File: config.mk
export PLATFORM = sky130hd
export DESIGN_NAME = tx_packet_gate
export DESIGN_NICKNAME = d
export VERILOG_FILES = /design/src/rtl/tx_packet_gate.sv
export SDC_FILE = /design/constraint.sdc
export NUM_CORES = 1
export LEC_CHECK = 0
export CAP_MARGIN = 20
export CORE_UTILIZATION = 52
export DETAILED_ROUTE_END_ITERATION = 8
export GPL_TIMING_DRIVEN = 0
export PLACE_DENSITY = 0.87
export SYNTH_ARGS = -nofsm -noshare
export SYNTH_HDL_FRONTEND = slang
export SYNTH_SLANG_ARGS = --single-unit
File: constraint.sdc
create_clock -name clk -period 5.6 [get_ports clk]
set_clock_uncertainty 0.15 [all_clocks]
set_input_delay 1.12 -clock clk [delete_from_list [all_inputs] [get_ports clk]]
set_output_delay 1.12 -clock clk [all_outputs]
set_load 0.02 [all_outputs]
File: src/rtl/tx_packet_gate.sv
// Packet gate in front of a 10GbE TX core. Each packet is either forwarded with
// one cycle of latency or dropped. The block also enforces packet length and tracks payload-ID continuity.
module tx_packet_gate #(
  parameter int PKT_WORDS = 1025
) (
  input  logic        clk,
  input  logic        rst,
  input  logic        enable,
  input  logic        cnt_rst,
  input  logic [63:0] in_data,
  input  logic        in_valid,
  input  logic        in_eod,
  input  logic        tx_afull,
  input  logic        tx_overflow,
  output logic [63:0] tx_data,
  output logic        tx_valid,
  output logic        tx_eod,
  output logic [31:0] sent_cnt,
  output logic [31:0] drop_cnt,
  output logic [15:0] len_err_cnt,
  output logic [15:0] seq_err_cnt,
  output logic        busy
);

  localparam int WCW = (PKT_WORDS > 1) ? $clog2(PKT_WORDS) : 1;
  localparam logic [WCW-1:0] LAST_W = WCW'(PKT_WORDS - 1);

  typedef enum logic [1:0] {IDLE, PASS, DROP, FLUSH} state_t;

  state_t          state_q, state_d;
  logic [WCW-1:0]  wcnt_q, wcnt_d;
  logic [63:0]     tx_data_q;
  logic            tx_valid_q, tx_eod_q;
  logic [63:0]     prev_id_q;
  logic            id_vld_q;
  logic [31:0]     sent_cnt_q, drop_cnt_q;
  logic [15:0]     len_err_cnt_q, seq_err_cnt_q;

  // Per-word decode. "mode" is the state that owns the current word. A start
  // word in IDLE is handled by the chosen PASS/DROP state in the same cycle.
  state_t          mode;
  logic            start, fwd, in_pkt, at_last, pkt_end, len_bad, seq_bad;
  logic [WCW-1:0]  cur_w;

  always_comb begin
    // NOTE: every signal gets a default first so no path leaves it unassigned (no latches).
    mode    = state_q;
    start   = (state_q == IDLE) && in_valid;
    if (start) mode = (enable && !tx_afull && !tx_overflow) ? PASS : DROP;
    cur_w   = start ? '0 : wcnt_q;
    at_last = (cur_w == LAST_W);
    in_pkt  = in_valid && ((mode == PASS) || (mode == DROP));
    fwd     = in_valid && (mode == PASS);
    pkt_end = in_pkt && (in_eod || at_last);
    len_bad = pkt_end && !(in_eod && at_last);
    seq_bad = start && id_vld_q && (in_data != prev_id_q + 64'd1);

    state_d = state_q;
    wcnt_d  = wcnt_q;
    if (pkt_end) begin
      // An overrun without eod keeps discarding words until the upstream eod arrives.
      state_d = in_eod ? IDLE : FLUSH;
      wcnt_d  = '0;
    end else if (in_pkt) begin
      state_d = mode;
      wcnt_d  = cur_w + 1'b1;
    end else if ((state_q == FLUSH) && in_valid && in_eod) begin
      state_d = IDLE;
    end
  end

  always_ff @(posedge clk) begin
    if (rst) begin
      state_q       <= IDLE;
      wcnt_q        <= '0;
      tx_data_q     <= '0;
      tx_valid_q    <= 1'b0;
      tx_eod_q      <= 1'b0;
      prev_id_q     <= '0;
      id_vld_q      <= 1'b0;
      sent_cnt_q    <= '0;
      drop_cnt_q    <= '0;
      len_err_cnt_q <= '0;
      seq_err_cnt_q <= '0;
    end else begin
      // NOTE: non-blocking assignments so all registers update from pre-edge values.
      state_q    <= state_d;
      wcnt_q     <= wcnt_d;
      tx_valid_q <= fwd;
      tx_data_q  <= fwd ? in_data : '0;
      tx_eod_q   <= fwd && (in_eod || at_last);

      if (start) begin
        prev_id_q <= in_data;
        id_vld_q  <= 1'b1;
      end

      if (cnt_rst) begin
        sent_cnt_q    <= '0;
        drop_cnt_q    <= '0;
        len_err_cnt_q <= '0;
        seq_err_cnt_q <= '0;
      end else begin
        if (pkt_end && (mode == PASS)) sent_cnt_q    <= sent_cnt_q + 32'd1;
        if (pkt_end && (mode == DROP)) drop_cnt_q    <= drop_cnt_q + 32'd1;
        if (len_bad)                   len_err_cnt_q <= len_err_cnt_q + 16'd1;
        if (seq_bad)                   seq_err_cnt_q <= seq_err_cnt_q + 16'd1;
      end
    end
  end

  assign tx_data     = tx_data_q;
  assign tx_valid    = tx_valid_q;
  assign tx_eod      = tx_eod_q;
  assign sent_cnt    = sent_cnt_q;
  assign drop_cnt    = drop_cnt_q;
  assign len_err_cnt = len_err_cnt_q;
  assign seq_err_cnt = seq_err_cnt_q;
  assign busy        = (state_q != IDLE);

endmodule
* Word-level counts from Yosys, hierarchy flattened *
Index checks and enable logic that the tools add are counted.

word-level totals
  output and inout port bits = 163
  bits of input ports = 72
  register bits = 240
  logic and storage cells = 56

operators by class
  reduce and logical (&&, ||, !) cells = 26
  bitwise operators = 1
  $add $sub $neg = 6
  muxes and demuxes = 7
  equality and inequality tests = 5

operators with widths
  operator               count
  $add 32x1->32 const B  2
  $add 64x1->64 const B  1
  $ne 64x64->1           1
  $add 16x1->16 const B  2
  $logic_and 1x1->1      15
  $mux 2                 6
  $add 11x1->11 const B  1
  $eq 11x11->1 const B   1
  $mux 11                1
  $reduce_or 2->1        3
  $eq 2x2->1 const B     2
  $logic_not 1->1        3
  $reduce_bool 3->1      1
  $eq 2x1->1 const B     1
  $logic_not 2->1        1
  $logic_or 1x1->1       2
  $reduce_bool 2->1      1
  $not 1->1              1

* Depth between registers and ports, before layout *
Gate-level depths: netlist of run 1.

  word-level depth = 10
  gate-level depth with buffers = 16

* Worst setup path before layout of run 1 *
No wires, ideal clock.

  kind = in2reg
  start = in in_valid
  end = reg drop_cnt_q[28], in the netlist drop_cnt[28]
  arrival time = 4.359 ns
  slack = 0.963 ns
  required time = 5.322 ns
  cell stages on the path = 15
  cells stage by stage = or3b_2 clkbuf_1 and2_1 inv_1 ha_1 and2_1 a41oi_1 nor3b_2 and2_1 nand3_1 or3_1 nor3_1 nand3_1 xor2_1 nor2_1

between the ends
  word-level cells in the longest chain between the ends = 7
  elaborated cells on any way between the ends = 11
  those cells by class = eq/ne (3); mux (2); reduce/logical (6)

ends and longest elaborated chain
  what                                                             line  text
  start: declaration                                               11    input logic in_valid,
  parallel branches: the longest is 6 deep, another holds $mux 11  --
  $logic_and 1x1->1 (*)                                            105   if (pkt_end && (mode == DROP)) drop_cnt_q <= drop_cnt_q + 32'd1;
  end signal: assignment                                           105
  end: declaration                                                 36    logic [31:0] sent_cnt_q, drop_cnt_q;

Every way passes the cells marked *.
A chain may end at the register's enable or synchronous reset.

* Worst setup path after layout of run 1 *
  start = in in_valid
  end = reg sent_cnt_q[31], in the netlist sent_cnt[31]

between the ends
  word-level cells in the longest chain between the ends = 7
  elaborated cells on any way between the ends = 11
  those cells by class = eq/ne (3); mux (2); reduce/logical (6)

ends and longest elaborated chain
  what                                                             line  text
  parallel branches: the longest is 6 deep, another holds $mux 11  --
  $logic_and 1x1->1 (*)                                            104   if (pkt_end && (mode == PASS)) sent_cnt_q <= sent_cnt_q + 32'd1;
  end signal: assignment                                           104
  end: declaration                                                 36

Marks and branches as above.

==> flow_summary.yaml, run 1 <==
cts:
  clock_latency_ns: 0.52
  cts_root_buf: "clkbuf_16"
  cts_hold_buf: 0
  clk_pin_slew_ns: 0.06
  numCtsBuffers: 25
  clock-sinks: 240
  cts_tree: "yes"
  cts_max_path_buffers: 3
  htree_num_levels: 1
  cts_setup_buffers: 0
setup_path:
  critical_path.max_stage_delay_ns: 0.56
  crit_buf_inv: 3
  crit_path_max_fanout: 10
  worstSetupStartpointType: "input port"
  r2r_setup_slack_ns: 1.05
  rr_worst_depth: 12
  crit_family: "simple AND/OR/NAND/NOR gates"
  rr_endpoint: "seq_err_cnt[0]$_SDFFE_PP0P_"
  crit_chain: "clkdlybuf4s50_1 > or3b_2 > clkbuf_1 > and2_1 > inv_1 > ha_1 > and2_1 > a41oi_1 > nor4_2 > nand4_1 > nor4_2 > and4_1 > and3_1 > nand4_1 > xor2_1 > nor2_1"
  cp_slowest_cell: "clkdlybuf4s50_1"
  worstPathArrival_ns: 5.51
  crit_path_end_kind: "flip-flop"
  required_ns: 5.84
  crit_type: "input port to flip-flop"
  reg2reg_from: "prev_id_q[16]$_SDFFE_PP0P_"
hold_path:
  min_path_cells: 2
  worstHoldStart: "prev_id_q[63]$_SDFFE_PP0P_"
  worstHoldPathType: "flip-flop to flip-flop"
  whs_endpoint: "prev_id_q[63]$_SDFFE_PP0P_"
pwr:
  p_leak_nw: 5.29
  finalPower_mw: 3.76
  irDropWorstVdd_mv: 0.270
  p_per_area_nw_per_um2: 243
logic_synthesis:
  synth_edf_count: 0
  yosysWarnings: 0
  syn_area_um2: 12000
  syn-num-nets: 1554
  synth-seq-cells: 240
  synth.yosys.seq_area_share_pct: 40.0
  avgSynthCellArea_um2: 8.16
  async_reset_ff_share_pct: 0
  ys_types: 73
  synth_flop_cell: "dfxtp_1"
  synth_cells: 1473
routing:
  drt_pass1_iterations: 6
  vias: 11834
  drt-initial-drc-count: 897
  drt-vias-per-instance: 5.82
  drt-wirelength-per-cell_um: 17.3
  ant_nets: 0
  drc: 0
  wirelength_mm: 35.2
grt:
  antenna_found_initial: 2
  grt_pass1_vias: 11148
  grt_overflow: 0
  grt_max_degree: 14
  track_usage_pct: 28.8
  grt_first_pass_wirelength_mm: 55.8
placement:
  dpl_worst_slack_ns: -0.352
  port-buffer-count: 233
  placed_cell_area_um2: 14700
  dp_cells: 1991
  hpwl_mm: 26.2
  place_congestion: 0.957
timing:
  rsz0062_at_grt: "no"
  tns_ns: 0
  setup_viol: 0
  fin_crit_ns: 5.27
  slew_headroom_pct: 41.5
  slew_viol_final: 0
  worstMarginPinSlew_ns: 0.870
  hold_viol_final: 0
  fin_crit_sh_pct: 94.1
  setup_slack_ns: 0.333
  clock.fmax_mhz: 190
floorplan:
  rows: 55
  die_h_um: 154
  ios: 235
  initial_utilization_pct: 53.1
  core_area_um2: 22600
  die_x_um: 154
  die_area_um2: 23700
flow_run:
  cap_violations: 0
finish:
  final_area_um2: 15500
  fin_cells: 2033
  fillers: 1773
  diodes: 0
  nets: 1814
  drive_gt1_share_pct: 4.81
  area_growth_pct: 29.0
run_status:
  outcome: "complete, no violations"
tightest hold or removal path: cells and delay by family, from the launching register on:
kind               cells  cell delay, ns
AOI/OAI and AO/OA      1            0.06
DFF                    1            0.31
and+or+nand+nor        1            0.05
stage by stage:
stage	hold WS (ns)	util, %
final	0.322	68.5
after global routing	0.351	68.5
after CTS	0.325	68.4
after detailed placement	0.320	65.0
after global placement	0.304	65.0
after floorplan	0.298	-
logic make-up (layout without fill, tap and decap cells):
logic type               after synthesis  in the layout  share of synthesized area [%]
AND/OR/NAND/NOR                      753            753                           32.8
buffers and inverters                108            383                           3.73
AO/OA/AOI/OAI                        195            195                           10.2
flip-flops                           240            240                           40.0
multiplexers                          12             12                          0.999
XOR/XNOR                             156            156                           11.4
adder cells (fa/ha/maj)                9              9                          0.937
power by group:
| part | switching, mW | internal, mW |
|---|---|---|
| Clock | 0.672 | 0.929 |
| Sequential | 0.0373 | 1.74 |
| Combinational | 0.226 | 0.161 |
sequential cells by signal, indices dropped and copies added (netlist names):
register     cells
wcnt_q          11
tx_data         64
id_vld_q         1
prev_id_q       64
drop_cnt        32
tx_valid         1
len_err_cnt     16
sent_cnt        32
seq_err_cnt     16
tx_eod           1
state_q          2
placed cells by master, fill, tap and decap left out, types with 6 or more instances in the layout:
master	instances
xor2_1	71
or3_1	22
nor4_1	31
a211oi_1	10
nand4_1	58
and4_1	17
a21oi_2	6
nand2b_1	11
nand2_1	211
ha_1	9
nor2_1	124
clkbuf_16	25
xnor2_1	85
buf_2	7
dfxtp_1	240
clkdlybuf4s50_1	233
and3_1	26
o31ai_1	7
o21ai_0	23
or4_1	12
mux2i_1	12
nand3_1	73
nor2b_1	8
and2_1	81
nor3b_1	7
a31o_2	6
clkbuf_1	66
nor3_1	33
a21oi_1	96
inv_1	30
what timing repair did:
item,in CTS,in global routing
setup endpoints to repair,0,13
gates resized for setup,0,5
hold endpoints to repair,0,0
how the worst max path moves through the flow:
stage | startpoint | endpoint | slack (ns) | cells past startpoint
floorplan | in_valid | drop_cnt[28]$_SDFFE_PP0P_ | 0.96 | 15
global placement | in_valid | sent_cnt[31]$_SDFFE_PP0P_ | -0.30 | 16
detailed placement | in_valid | sent_cnt[31]$_SDFFE_PP0P_ | -0.35 | 16
CTS | in_valid | sent_cnt[31]$_SDFFE_PP0P_ | 0.14 | 16
global route | in_valid | drop_cnt[28]$_SDFFE_PP0P_ | 0.01 | 16
finish | in_valid | sent_cnt[31]$_SDFFE_PP0P_ | 0.33 | 16
metal layers:
layer | GRT usage, % | part of all wire (%) | routed length (um) | up-vias
li1 | - | - | - | 5657
met1 | 35.8 | 41 | 14600 | 5572
met3 | 5.75 | 7.3 | 2560 | 118
met4 | 15.2 | 5.2 | 1840 | 2
met2 | 47.0 | 46 | 16200 | 485
met5 | 0 | 0.037 | 13 | -
cell usage after synthesis (8+ instances only):
cell type | count | area share [%]
and3_1 | 26 | 1.4
nor2b_1 | 8 | 0.42
or4_1 | 12 | 0.75
and4_1 | 17 | 1.2
nor3_1 | 35 | 1.5
and2_1 | 81 | 4.2
xor2_1 | 71 | 5.2
nor4_1 | 33 | 1.7
nand4_1 | 58 | 3.0
or3_1 | 22 | 1.1
o21ai_0 | 23 | 0.96
xnor2_1 | 85 | 6.2
mux2i_1 | 12 | 1.0
nand2_1 | 211 | 6.6
nand2b_1 | 11 | 0.57
inv_1 | 30 | 0.94
a21oi_1 | 96 | 4.0
nand3_1 | 73 | 3.0
nor2_1 | 124 | 3.9
ha_1 | 9 | 0.94
clkbuf_1 | 59 | 1.8
a211oi_1 | 10 | 0.62
dfxtp_1 | 240 | 40
final cells by class:
type                       count  area [um^2]  share of cell area, %
clock inverter                 5         52.6                  0.339
multi-input combinational   1125         6800                   43.8
clock buffer                  37          721                   4.65
timing repair buffer         233         2330                   15.0
tap                          285          357                   2.30
sequential                   240         4800                   31.0
inverter                      30          113                  0.726
buffer                        78          335                   2.16
Power figures use the tool's default switching activity.
==> inputs of run 2 (changes only) <==
- GPL_ROUTABILITY_DRIVEN: default -> 1
==> results of run 2 <==
The final DEF is identical to that of run 1; final timing and power are the same.
==> inputs of run 3 (changes only) <==
- CORE_UTILIZATION: 52 -> 50
- PLACE_DENSITY: 0.87 -> 0.85
==> run 3 against run 2 <==
  * Critical path depth grew 1
  * Hold slack gained 0.0088 ns
  * Combinational power about the same
  * Non-clock buffer count unchanged
  * Sequential share of layout area decreased by 0.44 points
  * Total power increased by 7.5%
  * Flip-flop and latch count is the same
  * Fmax rose by 0.64%
  * Die area increased by 4.0%
  * Critical path type unchanged
  * Critical endpoint is now drop_cnt[25]$_SDFFE_PP0P_
==> flow_summary.yaml, run 3 (synthesis results as in run 1) <==
routing:
  wirelength_mm: 35.5
  drt-initial-drc-count: 826
  drt-vias-per-instance: 5.68
  drc: 0
  drt_pass1_iterations: 5
  ant_nets: 0
  vias: 11790
  drt-wirelength-per-cell_um: 17.1
finish:
  post-route-util_pct: 66.9
  nets: 1816
  diodes: 0
  layout_common_cells: "dfxtp_1 (240), clkdlybuf4s50_1 (233), nand2_1 (211), nor2_1 (124), a21oi_1 (96)"
  area_growth_pct: 30.9
  layout_commonest_cell: "dfxtp_1"
  drive_gt1_share_pct: 5.53
pwr:
  p_leak_nw: 5.37
  p_per_area_nw_per_um2: 257
  irDropWorstVdd_mv: 0.193
timing:
  tns_ns: 0
  fin_crit_ns: 5.23
  holdWs_ns: 0.331
  slew_headroom_pct: 41.2
  clock.fmax_mhz: 191
  worstMarginPinSlew_ns: 0.874
  fin_crit_sh_pct: 93.5
  rsz0062_at_grt: "no"
  setup_slack_ns: 0.366
  slew_viol_final: 0
  setup_viol: 0
  hold_viol_final: 0
cts:
  clk_pin_slew_ns: 0.07
  cts_max_path_buffers: 3
  clock-sinks: 240
  cts_root_buf: "clkbuf_16"
  cts_hold_buf: 0
  cts_tree: "yes"
  numCtsBuffers: 27
  htree_num_levels: 1
  cts_setup_buffers: 0
  clock_latency_ns: 0.54
run_status:
  outcome: "complete, no violations"
setup_path:
  crit_path_end_kind: "flip-flop"
  crit_path_max_fanout: 10
  required_ns: 5.86
  crit_type: "input port to flip-flop"
  critPathLaunch: "in_valid"
  worstSetupStartpointType: "input port"
  worstPathArrival_ns: 5.49
  reg2reg_from: "prev_id_q[16]$_SDFFE_PP0P_"
hold_path:
  worstHoldStart: "prev_id_q[62]$_SDFFE_PP0P_"
  worstHoldPathType: "flip-flop to flip-flop"
placement:
  place_congestion: 0.951
  dpl_worst_slack_ns: -0.448
  port-buffer-count: 233
  hpwl_mm: 26.5
grt:
  grt_pass1_vias: 10801
  grt_overflow: 0
  track_usage_pct: 27.8
  antenna_found_initial: 1
  grt_max_degree: 14
  grt_first_pass_wirelength_mm: 55.1
floorplan:
  ios: 235
  initial_utilization_pct: 51.1
  die_h_um: 157
  core_area_um2: 23500
  die_x_um: 157
  die_area_um2: 24700
  rows: 56
flow_run:
  cap_violations: 0
-- run 3: cell types whose count changed in the layout (fill, tap and decap cells not counted), sizes merged --
cell,change
clkbuf,-1
bufinv,+3
clkinv,+4
inv,+1
-- run 3: timing repair --
item,4_1_cts,5_1_grt
hold endpoints to repair,0,0
setup endpoints to repair,0,12
gates resized for setup,0,5
-- run 3: worst paths after layout --
| path | end | slack [ns] | cells after the start |
|---|---|---|---|
| setup / recovery | drop_cnt[25]$_SDFFE_PP0P_ | 0.37 | 17 |
| hold / removal | prev_id_q[62]$_SDFFE_PP0P_ | 0.33 | 2 |
| setup reg to reg | seq_err_cnt[0]$_SDFFE_PP0P_ | 1.02 | 12 |
| hold reg to reg | prev_id_q[62]$_SDFFE_PP0P_ | 0.33 | 2 |
-- run 3: layout make-up --
cell class | count | area, um^2
Buffer | 78 | 335
Multi-Input combinational cell | 1125 | 6800
Fill cell | 1952 | 7800
Tap cell | 319 | 399
Clock buffer | 36 | 779
Inverter | 30 | 113
Timing Repair Buffer | 233 | 2330
Clock inverter | 13 | 175
Sequential cell | 240 | 4800
-- run 3: power by group --
group / switching, mW / leakage, nW / internal (mW)
Sequential: 0.0367 / 1.95 / 1.74
Combinational: 0.227 / 2.95 / 0.161
Clock: 0.722 / 0.474 / 1.16
-- run 3: per-stage QoR --
step / total power [mW] / std cells / area (um^2)
2_1_floorplan: 2.03 / 1473 / 12000
3_3_place_gp: 2.18 / 2025 / 14800
3_5_place_dp: 2.19 / 2025 / 14800
4_1_cts: 4.06 / 2074 / 15700
5_1_grt: 4.18 / 2074 / 15700
6_report: 4.05 / 2074 / 15700
-- run 3: critical path, cell delays in order --
cell and delay [ns]:
clkdlybuf4s50_1 0.56, or3b_2 0.52, clkbuf_1 0.27, and2_1 0.26, inv_1 0.06, ha_1 0.13, and2_1 0.16, a41oi_2 0.23
nor3b_2 0.46, and2_1 0.23, nand4_1 0.25, or3_1 0.37, clkbuf_1 0.21, nor3_2 0.28, nand4_1 0.16, xor2_1 0.15
nor2_1 0.05
-- run 3: per-layer routing --
layer / wire length, um / vias to the layer above / GRT usage, %
met1: 15000 / 5534 / 36.0
met5: 13 / - / 0
met4: 1390 / 2 / 12.1
met2: 16600 / 480 / 45.9
li1: - / 5677 / -
met3: 2550 / 97 / 4.27
